### src/rtl/boreal_kin_pkg.sv
// Shared kinematics constants and helpers for the boreal CORDIC FK/IK engines.
// Angles are signed Q2.13 radians carried in Z_W bits; positions are Q.8 in XY_W bits.
package boreal_kin_pkg;

  localparam int THETA_W  = 16;
  localparam int POS_W    = 16;
  localparam int Z_W      = 18;
  localparam int XY_W     = 24;
  localparam int FRAC_W   = 8;
  localparam int SUM_W    = XY_W + 1;
  localparam int ITERS    = 16;
  localparam int ITER_W   = 4;
  localparam int KINV_Q16 = 39797;
  localparam int L1_DEF   = 100;
  localparam int L2_DEF   = 100;

  typedef logic signed [Z_W-1:0]   z_t;
  typedef logic signed [XY_W-1:0]  xy_t;
  typedef logic signed [SUM_W-1:0] sum_t;
  typedef logic signed [POS_W-1:0] pos_t;

  localparam z_t PI      = 18'sd25736;
  localparam z_t HALF_PI = 18'sd12868;
  localparam z_t TWO_PI  = 18'sd51472;

  typedef enum logic [2:0] {
    ST_IDLE,
    ST_ITER1,
    ST_LOAD2,
    ST_ITER2,
    ST_SUM,
    ST_HOLD
  } fk_state_e;

  // atan(2^-i) in Q2.13; the last entry has rounded to zero.
  function automatic z_t atan_lut(input logic [ITER_W-1:0] i);
    case (i)
      4'd0:    return 18'sd6434;
      4'd1:    return 18'sd3798;
      4'd2:    return 18'sd2007;
      4'd3:    return 18'sd1019;
      4'd4:    return 18'sd511;
      4'd5:    return 18'sd256;
      4'd6:    return 18'sd128;
      4'd7:    return 18'sd64;
      4'd8:    return 18'sd32;
      4'd9:    return 18'sd16;
      4'd10:   return 18'sd8;
      4'd11:   return 18'sd4;
      4'd12:   return 18'sd2;
      4'd13:   return 18'sd1;
      4'd14:   return 18'sd1;
      default: return '0;
    endcase
  endfunction

  // Link length pre-scaled by 1/K so the rotated vector comes out at true length in Q.8.
  function automatic xy_t start_mag(input int len);
    return xy_t'((len * KINV_Q16) >>> FRAC_W);
  endfunction

  function automatic pos_t sat_pos(input sum_t v);
    if (v > sum_t'(32767))       return 16'sh7fff;
    else if (v < sum_t'(-32768)) return 16'sh8000;
    else                         return v[POS_W-1:0];
  endfunction

endpackage

### src/rtl/boreal_cordic_rotate.sv
// Iterative rotation-mode CORDIC core: load (x0, 0, z0), then 16 shift/add
// micro-rotations on consecutive cycles; last flags the final iteration.
module boreal_cordic_rotate
  import boreal_kin_pkg::*;
(
  input  logic clk,
  input  logic rst_n,
  input  logic load,
  input  xy_t  x0,
  input  z_t   z0,
  output xy_t  x,
  output xy_t  y,
  output logic last
);

  logic              busy;
  logic [ITER_W-1:0] iter;
  z_t                z;
  xy_t               x_sh;
  xy_t               y_sh;
  z_t                step;

  assign x_sh = x >>> iter;
  assign y_sh = y >>> iter;
  assign step = atan_lut(iter);
  assign last = busy && (iter == ITER_W'(ITERS - 1));

  // NOTE: non-blocking assignments so x and y both update from the pre-edge values of each other.
  always_ff @(posedge clk or negedge rst_n) begin
    if (!rst_n) begin
      x    <= '0;
      y    <= '0;
      z    <= '0;
      iter <= '0;
      busy <= 1'b0;
    end else if (load) begin
      x    <= x0;
      y    <= '0;
      z    <= z0;
      iter <= '0;
      busy <= 1'b1;
    end else if (busy) begin
      if (!z[Z_W-1]) begin
        x <= x - y_sh;
        y <= y + x_sh;
        z <= z - step;
      end else begin
        x <= x + y_sh;
        y <= y - x_sh;
        z <= z + step;
      end
      iter <= iter + 1'b1;
      if (last) busy <= 1'b0;
    end
  end

endmodule

### src/rtl/boreal_cordic_fk.sv
// 2-link planar forward kinematics: one time-shared CORDIC rotates L1 by theta_1,
// then L2 by theta_1+theta_2; the two vectors are summed, rounded and saturated.
module boreal_cordic_fk
  import boreal_kin_pkg::*;
#(
  parameter int L1 = L1_DEF,
  parameter int L2 = L2_DEF
) (
  input  logic                      clk,
  input  logic                      rst_n,
  input  logic                      in_valid,
  output logic                      in_ready,
  input  logic signed [THETA_W-1:0] theta_1,
  input  logic signed [THETA_W-1:0] theta_2,
  output logic                      out_valid,
  input  logic                      out_ready,
  output logic signed [POS_W-1:0]   pos_x,
  output logic signed [POS_W-1:0]   pos_y
);

  localparam xy_t X0_L1 = start_mag(L1);
  localparam xy_t X0_L2 = start_mag(L2);

  fk_state_e state, state_nxt;
  z_t        theta1_r, sum_r;
  logic      primed;
  xy_t       acc_x, acc_y;

  z_t   t1_ext, t2_ext, t1_clamp, sum_raw, sum_wrap;
  z_t   pass_z, core_z0;
  xy_t  pass_mag, core_x0;
  xy_t  core_x, core_y;
  logic core_load, core_last;
  sum_t sum_x, sum_y;

  // NOTE: every always_comb output gets a default first, so no path can infer a latch.
  always_comb begin
    t1_ext   = {{(Z_W-THETA_W){theta_1[THETA_W-1]}}, theta_1};
    t2_ext   = {{(Z_W-THETA_W){theta_2[THETA_W-1]}}, theta_2};
    t1_clamp = t1_ext;
    if (t1_ext > PI)       t1_clamp = PI;
    else if (t1_ext < -PI) t1_clamp = -PI;
    sum_raw  = t1_clamp + t2_ext;
    sum_wrap = sum_raw;
    if (sum_raw > PI)       sum_wrap = sum_raw - TWO_PI;
    else if (sum_raw < -PI) sum_wrap = sum_raw + TWO_PI;
  end

  // Fold into [-pi/2, pi/2] so the CORDIC convergence range covers every angle.
  always_comb begin
    pass_z   = (state == ST_LOAD2) ? sum_r : theta1_r;
    pass_mag = (state == ST_LOAD2) ? X0_L2 : X0_L1;
    core_x0  = pass_mag;
    core_z0  = pass_z;
    if (pass_z > HALF_PI) begin
      core_x0 = -pass_mag;
      core_z0 = pass_z - PI;
    end else if (pass_z < -HALF_PI) begin
      core_x0 = -pass_mag;
      core_z0 = pass_z + PI;
    end
  end

  // Pass 1 loads on the first ITER1 cycle from the registered angle; pass 2 loads in LOAD2.
  assign core_load = ((state == ST_ITER1) && primed) || (state == ST_LOAD2);

  boreal_cordic_rotate u_rotate (
    .clk   (clk),
    .rst_n (rst_n),
    .load  (core_load),
    .x0    (core_x0),
    .z0    (core_z0),
    .x     (core_x),
    .y     (core_y),
    .last  (core_last)
  );

  assign sum_x    = (sum_t'(acc_x) + sum_t'(core_x) + sum_t'(1 << (FRAC_W - 1))) >>> FRAC_W;
  assign sum_y    = (sum_t'(acc_y) + sum_t'(core_y) + sum_t'(1 << (FRAC_W - 1))) >>> FRAC_W;
  assign in_ready = (state == ST_IDLE);

  always_comb begin
    state_nxt = state;
    case (state)
      ST_IDLE:  if (in_valid)  state_nxt = ST_ITER1;
      ST_ITER1: if (core_last) state_nxt = ST_LOAD2;
      ST_LOAD2:                state_nxt = ST_ITER2;
      ST_ITER2: if (core_last) state_nxt = ST_SUM;
      ST_SUM:                  state_nxt = ST_HOLD;
      ST_HOLD:  if (out_ready) state_nxt = ST_IDLE;
      default:                 state_nxt = ST_IDLE;
    endcase
  end

  always_ff @(posedge clk or negedge rst_n) begin
    if (!rst_n) begin
      state     <= ST_IDLE;
      theta1_r  <= '0;
      sum_r     <= '0;
      primed    <= 1'b0;
      acc_x     <= '0;
      acc_y     <= '0;
      pos_x     <= '0;
      pos_y     <= '0;
      out_valid <= 1'b0;
    end else begin
      state <= state_nxt;
      case (state)
        ST_IDLE: if (in_valid) begin
          theta1_r <= t1_clamp;
          sum_r    <= sum_wrap;
          primed   <= 1'b1;
        end
        ST_ITER1: primed <= 1'b0;
        ST_LOAD2: begin
          acc_x <= core_x;
          acc_y <= core_y;
        end
        ST_SUM: begin
          pos_x     <= sat_pos(sum_x);
          pos_y     <= sat_pos(sum_y);
          out_valid <= 1'b1;
        end
        ST_HOLD: if (out_ready) out_valid <= 1'b0;
        default: ;
      endcase
    end
  end

endmodule
### config.mk
export PLATFORM = sky130hd
export DESIGN_NAME = boreal_cordic_fk
export DESIGN_NICKNAME = d
export VERILOG_FILES = /design/src/rtl/boreal_kin_pkg.sv /design/src/rtl/boreal_cordic_rotate.sv /design/src/rtl/boreal_cordic_fk.sv
export SDC_FILE = /design/constraint.sdc
export NUM_CORES = 1
export LEC_CHECK = 0
export ABC_AREA = 1
export CAP_MARGIN = 20
export CORE_ASPECT_RATIO = 1.4
export CORE_MARGIN = 10
export CORE_UTILIZATION = 60
export DETAILED_ROUTE_END_ITERATION = 6
export DONT_BUFFER_PORTS = 1
export PLACE_DENSITY = 0.76
export SYNTH_ARGS = -nofsm -noshare
export SYNTH_HDL_FRONTEND = slang
export SYNTH_SLANG_ARGS = --single-unit
### constraint.sdc
create_clock -name clk -period 11.13 [get_ports clk]
set_clock_uncertainty 0.1 [all_clocks]
set_input_delay 2.226 -clock clk [delete_from_list [all_inputs] [get_ports clk]]
set_output_delay 2.226 -clock clk [all_outputs]
set_load 0.01 [all_outputs]
; Yosys cells after proc, flatten, opt, wreduce, memory -nomap -nowiden
; Memories as Yosys holds them, arrays and structs flattened.
; Index checks and enable logic that the tools add are counted.
[totals]
elab_cells = 100
inputBits = 36
mem_count = 1
reg_bits = 192
rom_bits = 208
[mem_list]
columns = memory, depth, word_bits, read_ports, rd_ports_with_merged_regs, write_ports, line
row1 = (no name shown), 16, 13, 1, 0, 0, boreal_kin_pkg.sv:37  ; case (i)
[op_classes]
n_shift = 2
n_eq_ne = 10
reduce_logical = 11
magnitude_cmp = 10
add_sub_neg = 16
mux = 36
[op_table]
columns = op, count
row1 = 24-bit two-way mux, 8
row2 = 18-bit two-way mux, 10
row3 = 16-bit two-way mux, 4
row4 = 24-bit by 24-bit adder with 25-bit output, 2
row5 = 25-bit by 9-bit adder with 25-bit output (second input constant), 2
row6 = 24-bit adder, 2
row7 = 24-bit by 4-bit >>> shifter with 24-bit output, 2
row8 = 24-bit subtractor, 2
row9 = 17-bit by 16-bit > comparator with 1-bit output (second input constant), 2
row10 = 17-bit by 16-bit less-than comparator with 1-bit output (second input constant), 2
row11 = 18-bit by 16-bit adder with 18-bit output, 1
row12 = 18-bit by 16-bit adder with 18-bit output (second input constant), 1
row13 = 18-bit by 17-bit adder with 18-bit output (second input constant), 1
row14 = 18-bit adder, 1
row15 = 18-bit by 15-bit > comparator with 1-bit output (second input constant), 1
row16 = 18-bit by 16-bit > comparator with 1-bit output (second input constant), 1
row17 = 18-bit by 15-bit less-than comparator with 1-bit output (second input constant), 1
row18 = 18-bit by 16-bit less-than comparator with 1-bit output (second input constant), 1
row19 = 3-bit one-hot mux with 6 select lines, 1
row20 = 18-bit by 16-bit subtractor with 18-bit output (second input constant), 1
row21 = 18-bit by 17-bit subtractor with 18-bit output (second input constant), 1
row22 = 18-bit subtractor, 1
row23 = 16-bit > comparator (second input constant), 1
row24 = 16-bit less-than comparator (second input constant), 1
row25 = 16 further kinds, 35

; Longest topological paths before layout
[logic_depth]
ltp_word = 7
mapped_depth = 36

; Hierarchy
; A second synthesis with hierarchy kept.
[hier_totals]
hier_cells = 3185
area_unflattened_um2 = 20907.6
[by_module_without_submodules]
columns = module, n_inst, cells_each, area_each_um2, seq_area_each_um2
row1 = boreal_cordic_fk, 1, 1596, 11115.7, 2977.9
row2 = boreal_cordic_rotate, 1, 1589, 9791.9, 1776.7

; Least setup slack after synthesis
; Ideal clock, no wire load.
[synth_timing]
kind = input port to flip-flop
from = input theta_1[3]
to = register sum_r[5]
cell_stages = 29
setup_time_ns = 0.118
arrival_time_ns = 5.829
path_slack_ns = 5.083
required_ns = 10.912
path_cell_list = inv_1 o41ai_1 a31oi_1 nor3_1 o31ai_1 ha_1 clkinv_1 nand2_1 nor2_1 ha_1 fa_1 nand3_1 nand2_1 nand2_1 nand2_1 inv_1 ha_1 nand4_1 nor2_1 nand3b_1 nor2_1 nor2_1 nand2_1 nand2_1 nand2_1 buf_4 nand2_1 nand3_1 nand2_1
[synth_via]
elab_chain_cells = 7
word_cells_on_any_way = 11
cone_classes = 3 x add/sub / 4 x order compare / 4 x mux
[synth_rtl]
columns = item, line
row1 = from (decl), boreal_cordic_fk.sv:13  ; input logic signed [THETA_W-1:0] theta_1,
row2 = 16-bit less-than comparator, boreal_cordic_fk.sv:42  ; else if (t1_ext < -PI) t1_clamp = -PI;
row3 = 18-bit two-way mux, boreal_cordic_fk.sv:42
row4 = 18-bit two-way mux (*), boreal_cordic_fk.sv:41  ; if (t1_ext > PI) t1_clamp = PI;
row5 = net t1_clamp[0], boreal_cordic_fk.sv:29  ; z_t t1_ext, t2_ext, t1_clamp, sum_raw, sum_wrap;
row6 = 18-bit by 16-bit adder with 18-bit output (*), boreal_cordic_fk.sv:43  ; sum_raw = t1_clamp + t2_ext;
row7 = 18-bit by 17-bit adder with 18-bit output / 18-bit by 16-bit less-than comparator with 1-bit output (equally long branches), boreal_cordic_fk.sv:46  ; else if (sum_raw < -PI) sum_wrap = sum_raw + TWO_PI;
row8 = 18-bit two-way mux, boreal_cordic_fk.sv:46
row9 = 18-bit two-way mux (*), boreal_cordic_fk.sv:45  ; if (sum_raw > PI) sum_wrap = sum_raw - TWO_PI;
row10 = to (signal assigned), boreal_cordic_fk.sv:111  ; sum_r <= sum_wrap;
row11 = to (decl), boreal_cordic_fk.sv:25  ; z_t theta1_r, sum_r;
; Mark *: on every way through the listed nets, which the timed path passes. The rest lies on a longest branch.
; A chain may end at the register's enable or synchronous reset.

; Worst setup path in the final report
[layout_timing]
from = input theta_1[3]
to = register sum_r[16]
; Same word-level chain as after synthesis.

==> out/metrics.cfg <==
[sta]
slew_violations=0
period_needed_ns=6.74
hold_viol=0
fin_crit_sh=0.605
setup_ws_ns=4.39
slew_headroom=0.340
fin_tns_setup_ns=0
worst_slew_pin_slew_ns=0.990
finalSetupViolCount=0
clock.fmax_mhz=148
rsz0062_at_grt=no

[die]
dieArea_sq_um=41700
ios=70
core_sq_um=33300
die_w_um=175
die_height_um=238
start_util=0.609
num_rows=79

[placement]
portBuffers=0
dpl.hpwl_um=50000
routabilityCongestion=1.00
dp_slack_ns=4.00

[synthesis]
yosysWarnings=0
synth_cell_type_count=59
syn_inst=3199
synth.cell_area_sq_um=20300
synth_nets=3427
ys_seq_elements=190
ys_seq_area_frac=0.234
synth_top_flop_cell=dfrtp_1
synth_edf_count=0
avgSynthCellArea_sq_um=6.35
postSynth.asyncResetShare=1.00

[clock_tree]
cts_setup_buffers=0
numClockSinks=190
cts_buffers=17
cts_hold_buf=0
cts.path.max_buffers=2
htreeDepth=4
cts_root_buffer=clkbuf_16
cts_tree=yes
clock_latency_ns=0.47
ctsResizeCount=0
clk_pin_slew_worst_paths_ns=0.08

[critical_path]
r2r_slack_ns=5.89
cp-end-kind=register
critical_path.max_stage_delay_ns=0.48
crit_family=simple AND/OR/NAND/NOR gates
crit_top_cell=nand2_1
critPathArrivalTime_ns=7.00
path_max_fanout=14
critical_path_class=in -> reg
cpMaxStageDelayCell=fa_1
start_kind=primary input
worstPathRequired_ns=11.39
path_buf_inv=3

[worst_hold_path]
hold_path.class=reg -> reg

[global_routing]
overflow=0
busiest_layer=met2
grtUsageMet3=0.0432
global_route.usage.met2=0.550
antenna_found_initial=0
grt_max_degree=191
grt_pass1_vias=20500
met1_usage=0.316
grt_pass1_wl_um=103000
groute.usage.overall=0.300

[layout]
layout-area-overhead-vs-synth_pct=3.99
num-nets-final=3360
antenna_cells=0
drive_gt1_frac=0.0369
final_util=0.634

[routing]
viasPerCell=5.91
ant_nets=0
drtPass1Iterations=7
wire_per_inst_um=17.8
route.detailed.drc=11
routed_wl_um=63800
drtIter0Drc=1656
dr_total_vias=21200

[run_status]
outcome=finished, violations left
violations=DRC

[flow_run]
drv_cap=0

[synthesized netlist by cell type, types with 7 or more instances]
library cell / count / area [sq um]
o21ai_1: 54 / 270
o21ai_2: 8 / 70.1
nand3b_1: 8 / 60.1
clkbuf_1: 57 / 214
o22ai_1: 10 / 62.6
nand4_1: 40 / 250
xnor2_1: 35 / 307
inv_1: 285 / 1070
inv_2: 12 / 45.0
buf_2: 21 / 105
a31oi_1: 16 / 100
ha_1: 188 / 2350
or2_2: 12 / 75.1
o211ai_1: 24 / 180
nand3_1: 279 / 1400
o21ai_0: 227 / 1140
nand2_2: 7 / 43.8
o21bai_1: 10 / 75.1
nor3_1: 32 / 160
buf_4: 7 / 52.6
xor2_1: 88 / 771
a21oi_1: 217 / 1090
buf_1: 11 / 41.3
dfrtp_1: 190 / 4750
o31ai_1: 9 / 67.6
a21o_1: 8 / 60.1
nand2_1: 1021 / 3830
nor2_1: 252 / 946
[worst register-to-register path, cell delays in order (launching register included)]
cell	delay [ns]
dfrtp_2	0.37
buf_4	0.60
nand2_1	0.16
o21ai_0	0.21
nand2_1	0.12
nand3_1	0.13
nand2_1	0.12
o21ai_1	0.36
ha_1	0.26
nand3_1	0.15
nor2_1	0.17
nand2_1	0.13
o21ai_1	0.22
o21ai_0	0.16
xor2_1	0.19
ha_1	0.37
nand2_1	0.12
nor2_1	0.15
nand2_1	0.09
o211ai_1	0.14
o21bai_1	0.20
a21oi_1	0.12
o21ai_0	0.22
a21oi_1	0.09
o21ai_0	0.12
nand2_1	0.06
[through the flow]
step	hold WS, ns	instance area [sq um]	cells
floorplan	0.349	20300	3199
CTS	0.394	21100	3590
global route	0.412	21100	3590
detailed placement	0.374	20500	3558
global placement	0.364	20500	3557
finish	0.393	21100	3590
[registers in the layout, summed over array words and instances (netlist names)]
register,flops
theta1_r,16
u_rotate.iter,4
state,3
primed,1
out_valid,1
acc_y,24
acc_x,24
u_rotate.x,24
pos_x,16
pos_y,16
u_rotate.busy,1
u_rotate.z,18
sum_r,18
u_rotate.y,24
[cell type report]
| class | instances | area, sq um |
|---|---|---|
| Clock buffer | 18 | 439 |
| Clock inverter | 14 | 169 |
| Fill cell | 3176 | 12200 |
| Inverter | 301 | 1130 |
| Multi-Input combinational cell | 2606 | 13900 |
| Sequential cell | 190 | 4760 |
| Tap cell | 445 | 557 |
| Timing Repair Buffer | 16 | 120 |
[per-layer routing]
layer  part of all wire  up-vias
li1                   -    10500
met1               0.38     9761
met2               0.51      755
met3              0.047      206
met4              0.063        0
met5                  0        -
[layout by cell type (no fill, tap or decap), types with 24 or more instances in the layout]
cell type,n
inv_1,285
nor3_1,32
a21oi_1,217
o211ai_1,24
o21ai_0,227
xor2_1,88
nor2_1,250
nand4_1,40
o21ai_1,53
dfrtp_1,189
nand3_1,279
ha_1,188
xnor2_1,35
nand2_1,1021
[worst paths after layout]
kind	end	cells after the start	startpoint
worst max register to register	u_rotate.y[21]	25	u_rotate.iter[0]
worst max-delay path	sum_r[16]	28	theta_1[3]
max in group asynchronous	u_rotate.z[12]	0	rst_n
min in group asynchronous	pos_y[9]	0	rst_n
worst min register to register	primed	2	primed
worst min-delay path	primed	2	primed
[logic make-up (layout without fill, tap and decap cells)]
family	count (synthesis)	count (layout)	synth area share
compound gates	613	613	0.168
xor+xnor	123	123	0.0531
fa+ha+maj	192	192	0.120
buf+inv	403	349	0.0795
flops	190	190	0.234
mux	1	1	0.000493
simple gates	1677	1677	0.345
Power is left out: the tool's default activity adds up to more than one toggle a clock period on the data nets, which glitch-free logic cannot reach.
